[config.mk]
export PLATFORM = sky130hd
export DESIGN_NAME = debounce_bank
export DESIGN_NICKNAME = d
export VERILOG_FILES = /design/src/rtl/debounce_pkg.sv /design/src/rtl/debounce_chan.sv /design/src/rtl/debounce_bank.sv
export SDC_FILE = /design/constraint.sdc
export NUM_CORES = 1
export LEC_CHECK = 0
export ABC_CLOCK_PERIOD_IN_PS = 5250
export BUFFER_PORTS_ARGS = -buffer_cell sky130_fd_sc_hd__buf_4
export CAP_MARGIN = 20
export CORE_ASPECT_RATIO = 0.75
export CORE_MARGIN = 3
export CORE_UTILIZATION = 55
export CTS_CLUSTER_SIZE = 28
export DETAILED_ROUTE_END_ITERATION = 8
export PLACE_DENSITY = 0.81
export SYNTH_ARGS = -nofsm -noshare
export SYNTH_HDL_FRONTEND = slang
export SYNTH_SLANG_ARGS = --single-unit
export TNS_END_PERCENT = 20
[constraint.sdc]
create_clock -name clk_1M -period 5.25 [get_ports clk_1M]
set_input_delay 0.525 -clock clk_1M [delete_from_list [all_inputs] [get_ports clk_1M]]
set_output_delay 0.525 -clock clk_1M [all_outputs]
set_load 0.05 [all_outputs]
[src/rtl/debounce_pkg.sv]
// debounce_pkg: shared FSM state type, default timing constants and width helper for debounce_bank.
package debounce_pkg;

  typedef enum logic [1:0] {
    STABLE_LO = 2'd0,
    WAIT_HI   = 2'd1,
    STABLE_HI = 2'd2,
    WAIT_LO   = 2'd3
  } state_t;

  localparam int DEF_DEBOUNCE_CYCLES = 100000;
  localparam int DEF_REPEAT_DELAY    = 500000;
  localparam int DEF_REPEAT_PERIOD   = 100000;
  localparam int DEF_CNT_W           = 22;

  // Bits needed to hold values 0..v (at least one bit).
  function automatic int width_for(input int v);
    return (v < 2) ? 1 : $clog2(v + 1);
  endfunction

endpackage

[src/rtl/debounce_chan.sv]
// debounce_chan: one channel -- two-flop synchronizer, 4-state debounce FSM with rise/fall pulses,
// and an auto-repeat timer that exists only when DEBOUNCE_AUTOREPEAT_EN is defined.
module debounce_chan
  import debounce_pkg::*;
#(
  parameter int DEBOUNCE_CYCLES = DEF_DEBOUNCE_CYCLES,
  parameter int CNT_W           = DEF_CNT_W,
  parameter int REPEAT_DELAY    = DEF_REPEAT_DELAY,
  parameter int REPEAT_PERIOD   = DEF_REPEAT_PERIOD
) (
  input  logic clk_1M,
  input  logic rst,
  input  logic din,
  output logic level,
  output logic rise,
  output logic fall,
  output logic rep
);

  localparam logic [CNT_W-1:0] LOAD = CNT_W'(DEBOUNCE_CYCLES - 1);

  if (REPEAT_DELAY < 1 || REPEAT_PERIOD < 1) begin : g_bad_repeat
    $error("debounce_chan: REPEAT_DELAY and REPEAT_PERIOD must be at least 1");
  end

  state_t st;
  logic sync0;
  logic sync1;
  logic [CNT_W-1:0] cnt;

  // Bring the raw pin into the clk_1M domain before anything looks at it.
  always_ff @(posedge clk_1M or posedge rst) begin
    if (rst) begin
      sync0 <= 1'b0;
      sync1 <= 1'b0;
    end else begin
      sync0 <= din;
      sync1 <= sync0;
    end
  end

  // Debounce FSM: a change must hold for DEBOUNCE_CYCLES+1 samples; any revert aborts silently.
  always_ff @(posedge clk_1M or posedge rst) begin
    if (rst) begin
      st    <= STABLE_LO;
      cnt   <= '0;
      level <= 1'b0;
      rise  <= 1'b0;
      fall  <= 1'b0;
    end else begin
      rise <= 1'b0;
      fall <= 1'b0;
      case (st)
        STABLE_LO, STABLE_HI: begin
          if (sync1 != level) begin
            st  <= level ? WAIT_LO : WAIT_HI;
            cnt <= LOAD;
          end
        end
        WAIT_HI, WAIT_LO: begin
          if (sync1 == level) begin
            st <= level ? STABLE_HI : STABLE_LO;
          end else if (cnt != '0) begin
            cnt <= cnt - 1'b1;
          end else begin
            st    <= sync1 ? STABLE_HI : STABLE_LO;
            level <= sync1;
            rise  <= sync1;
            fall  <= ~sync1;
          end
        end
      endcase
    end
  end

`ifdef DEBOUNCE_AUTOREPEAT_EN
  localparam int RW = width_for((REPEAT_DELAY > REPEAT_PERIOD) ? REPEAT_DELAY : REPEAT_PERIOD);

  logic [RW-1:0] tmr;
  logic armed;
  logic hold_hi;

  // The timer only runs while the channel stays in STABLE_HI; any other state clears it.
  assign hold_hi = (st == STABLE_HI) && (sync1 == level);

  // First pulse REPEAT_DELAY cycles after entering STABLE_HI, then every REPEAT_PERIOD cycles.
  always_ff @(posedge clk_1M or posedge rst) begin
    if (rst) begin
      tmr   <= '0;
      armed <= 1'b0;
      rep   <= 1'b0;
    end else if (!hold_hi) begin
      tmr   <= '0;
      armed <= 1'b0;
      rep   <= 1'b0;
    end else if (tmr == (armed ? RW'(REPEAT_PERIOD - 1) : RW'(REPEAT_DELAY - 1))) begin
      tmr   <= '0;
      armed <= 1'b1;
      rep   <= 1'b1;
    end else begin
      tmr <= tmr + 1'b1;
      rep <= 1'b0;
    end
  end
`else
  assign rep = 1'b0;
`endif

endmodule

[src/rtl/debounce_bank.sv]
// debounce_bank: CHANNELS independent debounce channels with level, rise/fall pulses and
// optional auto-repeat (define DEBOUNCE_AUTOREPEAT_EN; otherwise rep is tied low).
module debounce_bank
  import debounce_pkg::*;
#(
  parameter int CHANNELS        = 4,
  parameter int DEBOUNCE_CYCLES = DEF_DEBOUNCE_CYCLES,
  parameter int CNT_W           = DEF_CNT_W,
  parameter int REPEAT_DELAY    = DEF_REPEAT_DELAY,
  parameter int REPEAT_PERIOD   = DEF_REPEAT_PERIOD
) (
  input  logic                clk_1M,
  input  logic                rst,
  input  logic [CHANNELS-1:0] din,
  output logic [CHANNELS-1:0] level,
  output logic [CHANNELS-1:0] rise,
  output logic [CHANNELS-1:0] fall,
  output logic [CHANNELS-1:0] rep
);

  if (CHANNELS < 1 || CHANNELS > 32) begin : g_bad_channels
    $error("debounce_bank: CHANNELS must be in 1..32");
  end

  if (CNT_W < 1 || CNT_W > 62) begin : g_bad_cnt_w
    $error("debounce_bank: CNT_W out of range");
  end

  if (DEBOUNCE_CYCLES < 1 || 64'(DEBOUNCE_CYCLES) > ((64'd1 << CNT_W) - 64'd1)) begin : g_bad_cycles
    $error("debounce_bank: DEBOUNCE_CYCLES must be nonzero and fit in CNT_W bits");
  end

  for (genvar c = 0; c < CHANNELS; c++) begin : g_chan
    debounce_chan #(
      .DEBOUNCE_CYCLES(DEBOUNCE_CYCLES),
      .CNT_W          (CNT_W),
      .REPEAT_DELAY   (REPEAT_DELAY),
      .REPEAT_PERIOD  (REPEAT_PERIOD)
    ) u_chan (
      .clk_1M(clk_1M),
      .rst   (rst),
      .din   (din[c]),
      .level (level[c]),
      .rise  (rise[c]),
      .fall  (fall[c]),
      .rep   (rep[c])
    );
  end

endmodule

== After elaboration in Yosys (flattened, before gate mapping) ==
Cells that the tools add are included.
Storage, ports and cells
  flip-flop bits (word level): 116
  bits of input ports: 6
  output and inout port bits: 16
  word-level logic and storage cells: 176
Operators by class
  add/sub/neg operators: 4
  eq/ne operators: 36
  multiplexer cells: 68
  bitwise logic cells: 12
  reduce and logical (&&, ||, !) cells: 28
Operator list (count)
  22-bit 2-to-1 mux: 12
  22-bit case mux with 2 select lines: 4
  22-bit nonzero test: 4
  22-bit by 1-bit subtractor with 22-bit output (second input constant): 4
  2-bit 2-to-1 mux: 24
  1-bit 2-to-1 mux: 24
  3-bit AND reduction: 8
  2-bit == test (second input constant): 8
  2-bit by 1-bit != test with 1-bit output (second input constant): 8
  2-bit case mux with 2 select lines: 4
  2-bit OR reduction: 8
  3-bit by 2-bit != test with 1-bit output (second input constant): 4
  1-bit NOT: 12
  2-bit by 1-bit == test with 1-bit output (second input constant): 4
  2-bit zero test: 4
  2-bit != test (second input constant): 4
  2-bit AND reduction: 4
  1-bit == test: 4
  1-bit != test: 4

== Logic depth before layout (Yosys ltp) ==
  word-level depth: 4
  mapped depth: 9
  depth with buffers taken out: 7

== Cells and area by module ==
From an unflattened synthesis, not the netlist that was laid out.
Unflattened totals
  cells, all modules: 612
  area, all modules: 6090.8 µm²
Modules (own cells, without submodules)
  debounce_chan at g_chan[0].u_chan ...: times used 3, cells each 154, area each 1516.5 µm², sequential area each 700.7 µm²
  debounce_chan at g_chan[3].u_chan: times used 1, cells each 150, area each 1541.5 µm², sequential area each 700.7 µm²

== Least setup slack after synthesis ==
Ideal clock, no wire load.
  path kind: register -> register
  start point: register g_chan[1].u_chan.cnt[5]
  end point: register g_chan[1].u_chan.cnt[13]
  library setup time: 0.121 ns
  arrival time: 2.420 ns
  required time: 5.129 ns
  path slack: 2.709 ns
  stages on the path, launching flop included: 8
  buffers on the path: 2
  clock period less this slack: 2.541 ns
  path through: dfrtp_1 > or4_1 > buf_2 > or4b_1 > buf_2 > a211oi_1 > mux2_2 > a22o_1
On the way
  longest elaborated chain between the ends: 4
  elaborated cells between the ends (all ways): 7
  classes of those cells: add/sub: 1; eq/ne: 1; mux: 3; reduce/logical: 2
RTL lines
  start, declared: RTL line debounce_chan.sv:29  | logic [CNT_W-1:0] cnt;
  start signal, assigned: RTL line debounce_chan.sv:64  | cnt <= cnt - 1'b1;
  22-bit by 1-bit subtractor with 22-bit output: RTL line debounce_chan.sv:64
  22-bit 2-to-1 mux: RTL line debounce_chan.sv:63  | end else if (cnt != '0) begin
  22-bit 2-to-1 mux: RTL line debounce_chan.sv:61  | if (sync1 == level) begin
  22-bit case mux with 2 select lines: RTL line debounce_chan.sv:53  | case (st)
Several ways; a longest one is shown, not always the timed one. The select of a mux whose other input is x is not followed.
A chain may end at the register's enable or synchronous reset.

== Worst setup path in the final report ==
  start point: register g_chan[1].u_chan.cnt[0]
  end point: register g_chan[1].u_chan.cnt[2]
Same word-level chain as after synthesis.

==> results.txt <==
outcome: finished clean
Final Hold Viols: 0
register share of total power: 53.1%
first-pass GRT wire length: 21.7 mm
pre-CTS setup slack: 2.38 ns
final period utilization: 55.5%
Post-CTS Setup Bufs: 0
initial antenna violation count: 0
Synth Register Bits: 112
fin area: 0.00648 mm²
top cells by count, synth: dfrtp_1 (112), nor2_1 (61), nand2_1 (51)
clock skew: 0.00640 ns
worst-case clock buffer depth: 2
gpl congestion: 0.906
total CTS buffers: 9
Net Sw Frac: 25.7%
antenna cells: 0
max-cap check violation count: 0
synthesized area per cell: 9.49 µm²
grt total ovfl: 0
Finished Layout Cells: 769
min Tclk post-route: 2.92 ns
Rel. slew slack: 29.9%
Fmax: 0.343 GHz
Mapped Area: 0.00611 mm²
Setup-failing EPs final: 0
register area share after synthesis: 45.9%
hold_ws: 0.271 ns
final worst slack: 2.33 ns
area grow syn2layout: 6.00%
predominant post-synthesis flop cell: dfrtp_1
largest net degree at the start of global routing: 58
total iterations of the first detailed-routing run: 5
worst-path fanout max: 13
CP top delay family: simple AND/OR/NAND/NOR gates
Clock Sinks: 112
drt via density: 6.54
# DRC: 0
Post-synth ARST share: 100%
CP arrival: 3.16 ns
top-area cell type share of the netlist area: 45.9%
WL per Instance: 16.7 µm
Internal: 1.32 mW
CP max stage delay: 0.58 ns
DP HPWL: 8.51 mm
Detail Route Antenna Nets: 0
CTS H-tree lvls: 3
DIE HEIGHT: 97.3 µm
die area: 0.0124 mm²
Hold Buf Count CTS: 0
Bufs and invs on worst path: 1
gate count of the mapped netlist: 644
Clock power frac: 38.9%
die width: 128 µm
FILL cells: 839
slowest CP cell: and3_1
post-CTS sizing: 0
number of enable flip-flop cells after synthesis: 0
Layout Nets: 638
I/O Buffers: 17
yosys warns: 0
Startpoint Class: flop
cell count after placement: 751
crit end category: flop
routed vias: 5033
Slew Viols, Final: 0
vias in the first global route: 4563
CP cell instances: inv_1 -> ha_1 -> or4b_1 -> nor2_1 -> and3_1 -> o21ai_0 -> a22o_1
placed cell area: 0.00617 mm²
peak supply drop: 0.175 mV
initial DRC count: 636
required time worst endpoint: 5.49 ns
CTS tree: yes
P_leak: 2.57 nW
num rows: 32
power density over the cells: 274 mW/mm²
post-route setup TNS: 0 ns
post-synth top area cell: dfrtp_1
hold crit path type: input port to flop
net switching power: 0.456 mW
Logic pwr share: 8.0%
RSZ-0062 raised after global routing: no
Routed WL: 12.8 mm
largest cells by area after synthesis: dfrtp_1 (46%), nor2_1 (3.7%), nand2_1 (3.1%)
top-count cell post-synth: dfrtp_1
core region area: 0.0106 mm²
Clock Pin Slew Worst Setup and Hold Paths: 0.07 ns
overall routing resource usage: 20.8%
Starting Density: 57.8%
synth unique cells: 69
ratio of cells with drive above 1 in the final layout: 10.3%
Worst-Skew Late Latency: 0.35 ns
number of placed I/O pins: 22
crit path kind: flop to flop
slew at the pin closest to its max-slew limit: 1.04 ns
Root Driver: clkbuf_16
worst register-to-register path, stage by stage, from the launching register on:
cell     delay, ns
dfrtp_1       0.43
inv_1         0.09
ha_1          0.24
or4b_1        0.57
nor2_1        0.43
and3_1        0.58
o21ai_0       0.18
a22o_1        0.29
power groups by stage:
stage | clock network, mW | logic, mW | registers (mW)
floorplan | 0 | 0.123 | 0.939
global placement | 0 | 0.135 | 0.953
detailed placement | 0 | 0.142 | 0.956
CTS | 0.698 | 0.143 | 0.940
global route | 0.734 | 0.163 | 0.948
finish | 0.690 | 0.143 | 0.941
flip-flops by register name (all words and copies together) (netlist names):
register and flops:
g_chan.u_chan.sync1 4, g_chan.u_chan.cnt 88, g_chan.u_chan.st 4, g_chan.u_chan.rise 4, g_chan.u_chan.fall 4, g_chan.u_chan.level 4, g_chan.u_chan.sync0 4
per-layer routing:
layer  track usage (%)  wire length (µm)
met1              30.5              5990
met2              31.0              5970
met3              5.38               733
met4              5.06               136
met5                 0                 0
kinds of logic after synthesis:
logic type,Yosys count,share of synthesized area (%)
fa+ha+maj,4,0.819
buf+inv,69,5.57
mux,12,2.13
simple gates,289,25.6
compound gates,123,15.1
flops,112,45.9
xor+xnor,34,4.87
other cells,1,0.0614
cell usage in the layout (no fill, tap or decap), drive strengths merged, types with 4 or more instances in the layout:
cell / netlist / routed
dfrtp: 112 / 112
nor2: 62 / 62
nand2: 51 / 51
nor3: 31 / 31
or4: 24 / 24
nand3: 23 / 23
buf: 24 / 22
xnor2: 19 / 19
or3: 18 / 18
nor4: 17 / 17
inv: 16 / 16
xor2: 15 / 15
o21ai: 15 / 15
a31oi: 15 / 15
o211ai: 13 / 13
nand2b: 12 / 12
nand4: 12 / 12
clkbuf: 29 / 12
a21oi: 11 / 11
nor3b: 10 / 10
a211oi: 10 / 10
o31ai: 8 / 8
a311oi: 8 / 8
mux2: 8 / 8
and2: 6 / 6
o311ai: 5 / 5
a22o: 5 / 5
nor4b: 5 / 5
mux2i: 4 / 4
o21a: 4 / 4
ha: 4 / 4
conb: 1 / 4
worst paths after layout:
| path | endpoint | slack (ns) | cells past startpoint | startpoint |
|---|---|---|---|---|
| setup / recovery | g_chan[1].u_chan.cnt[2] | 2.33 | 7 | g_chan[1].u_chan.cnt[0] |
| hold / removal | g_chan[0].u_chan.sync0 | 0.27 | 1 | din[0] |
| setup reg to reg | g_chan[1].u_chan.cnt[2] | 2.33 | 7 | g_chan[1].u_chan.cnt[0] |
| hold reg to reg | g_chan[0].u_chan.sync1 | 0.35 | 0 | g_chan[0].u_chan.sync0 |
| max in group asynchronous | g_chan[2].u_chan.sync1 | 3.81 | 3 | rst |
| min in group asynchronous | g_chan[3].u_chan.rise | 0.28 | 2 | rst |
through the flow:
| step | power (mW) | utilization, % |
|---|---|---|
| 4_1_cts | 1.78 | 61.1 |
| 3_3_place_gp | 1.09 | 58.4 |
| 6_report | 1.77 | 61.3 |
| 5_1_grt | 1.85 | 61.3 |
| 3_5_place_dp | 1.10 | 58.4 |
| 2_1_floorplan | 1.06 | - |
area by class of cell:
cell class / count / area (µm²) / area share, %
clock buffer: 11 / 233 / 3.59
clock inverter: 5 / 57.6 / 0.889
inverter: 16 / 62.6 / 0.966
multi-input combinational: 466 / 2980 / 46.0
sequential: 112 / 2800 / 43.3
tap: 136 / 170 / 2.63
timing repair buffer: 23 / 173 / 2.67
Power figures use the tool's default switching activity.
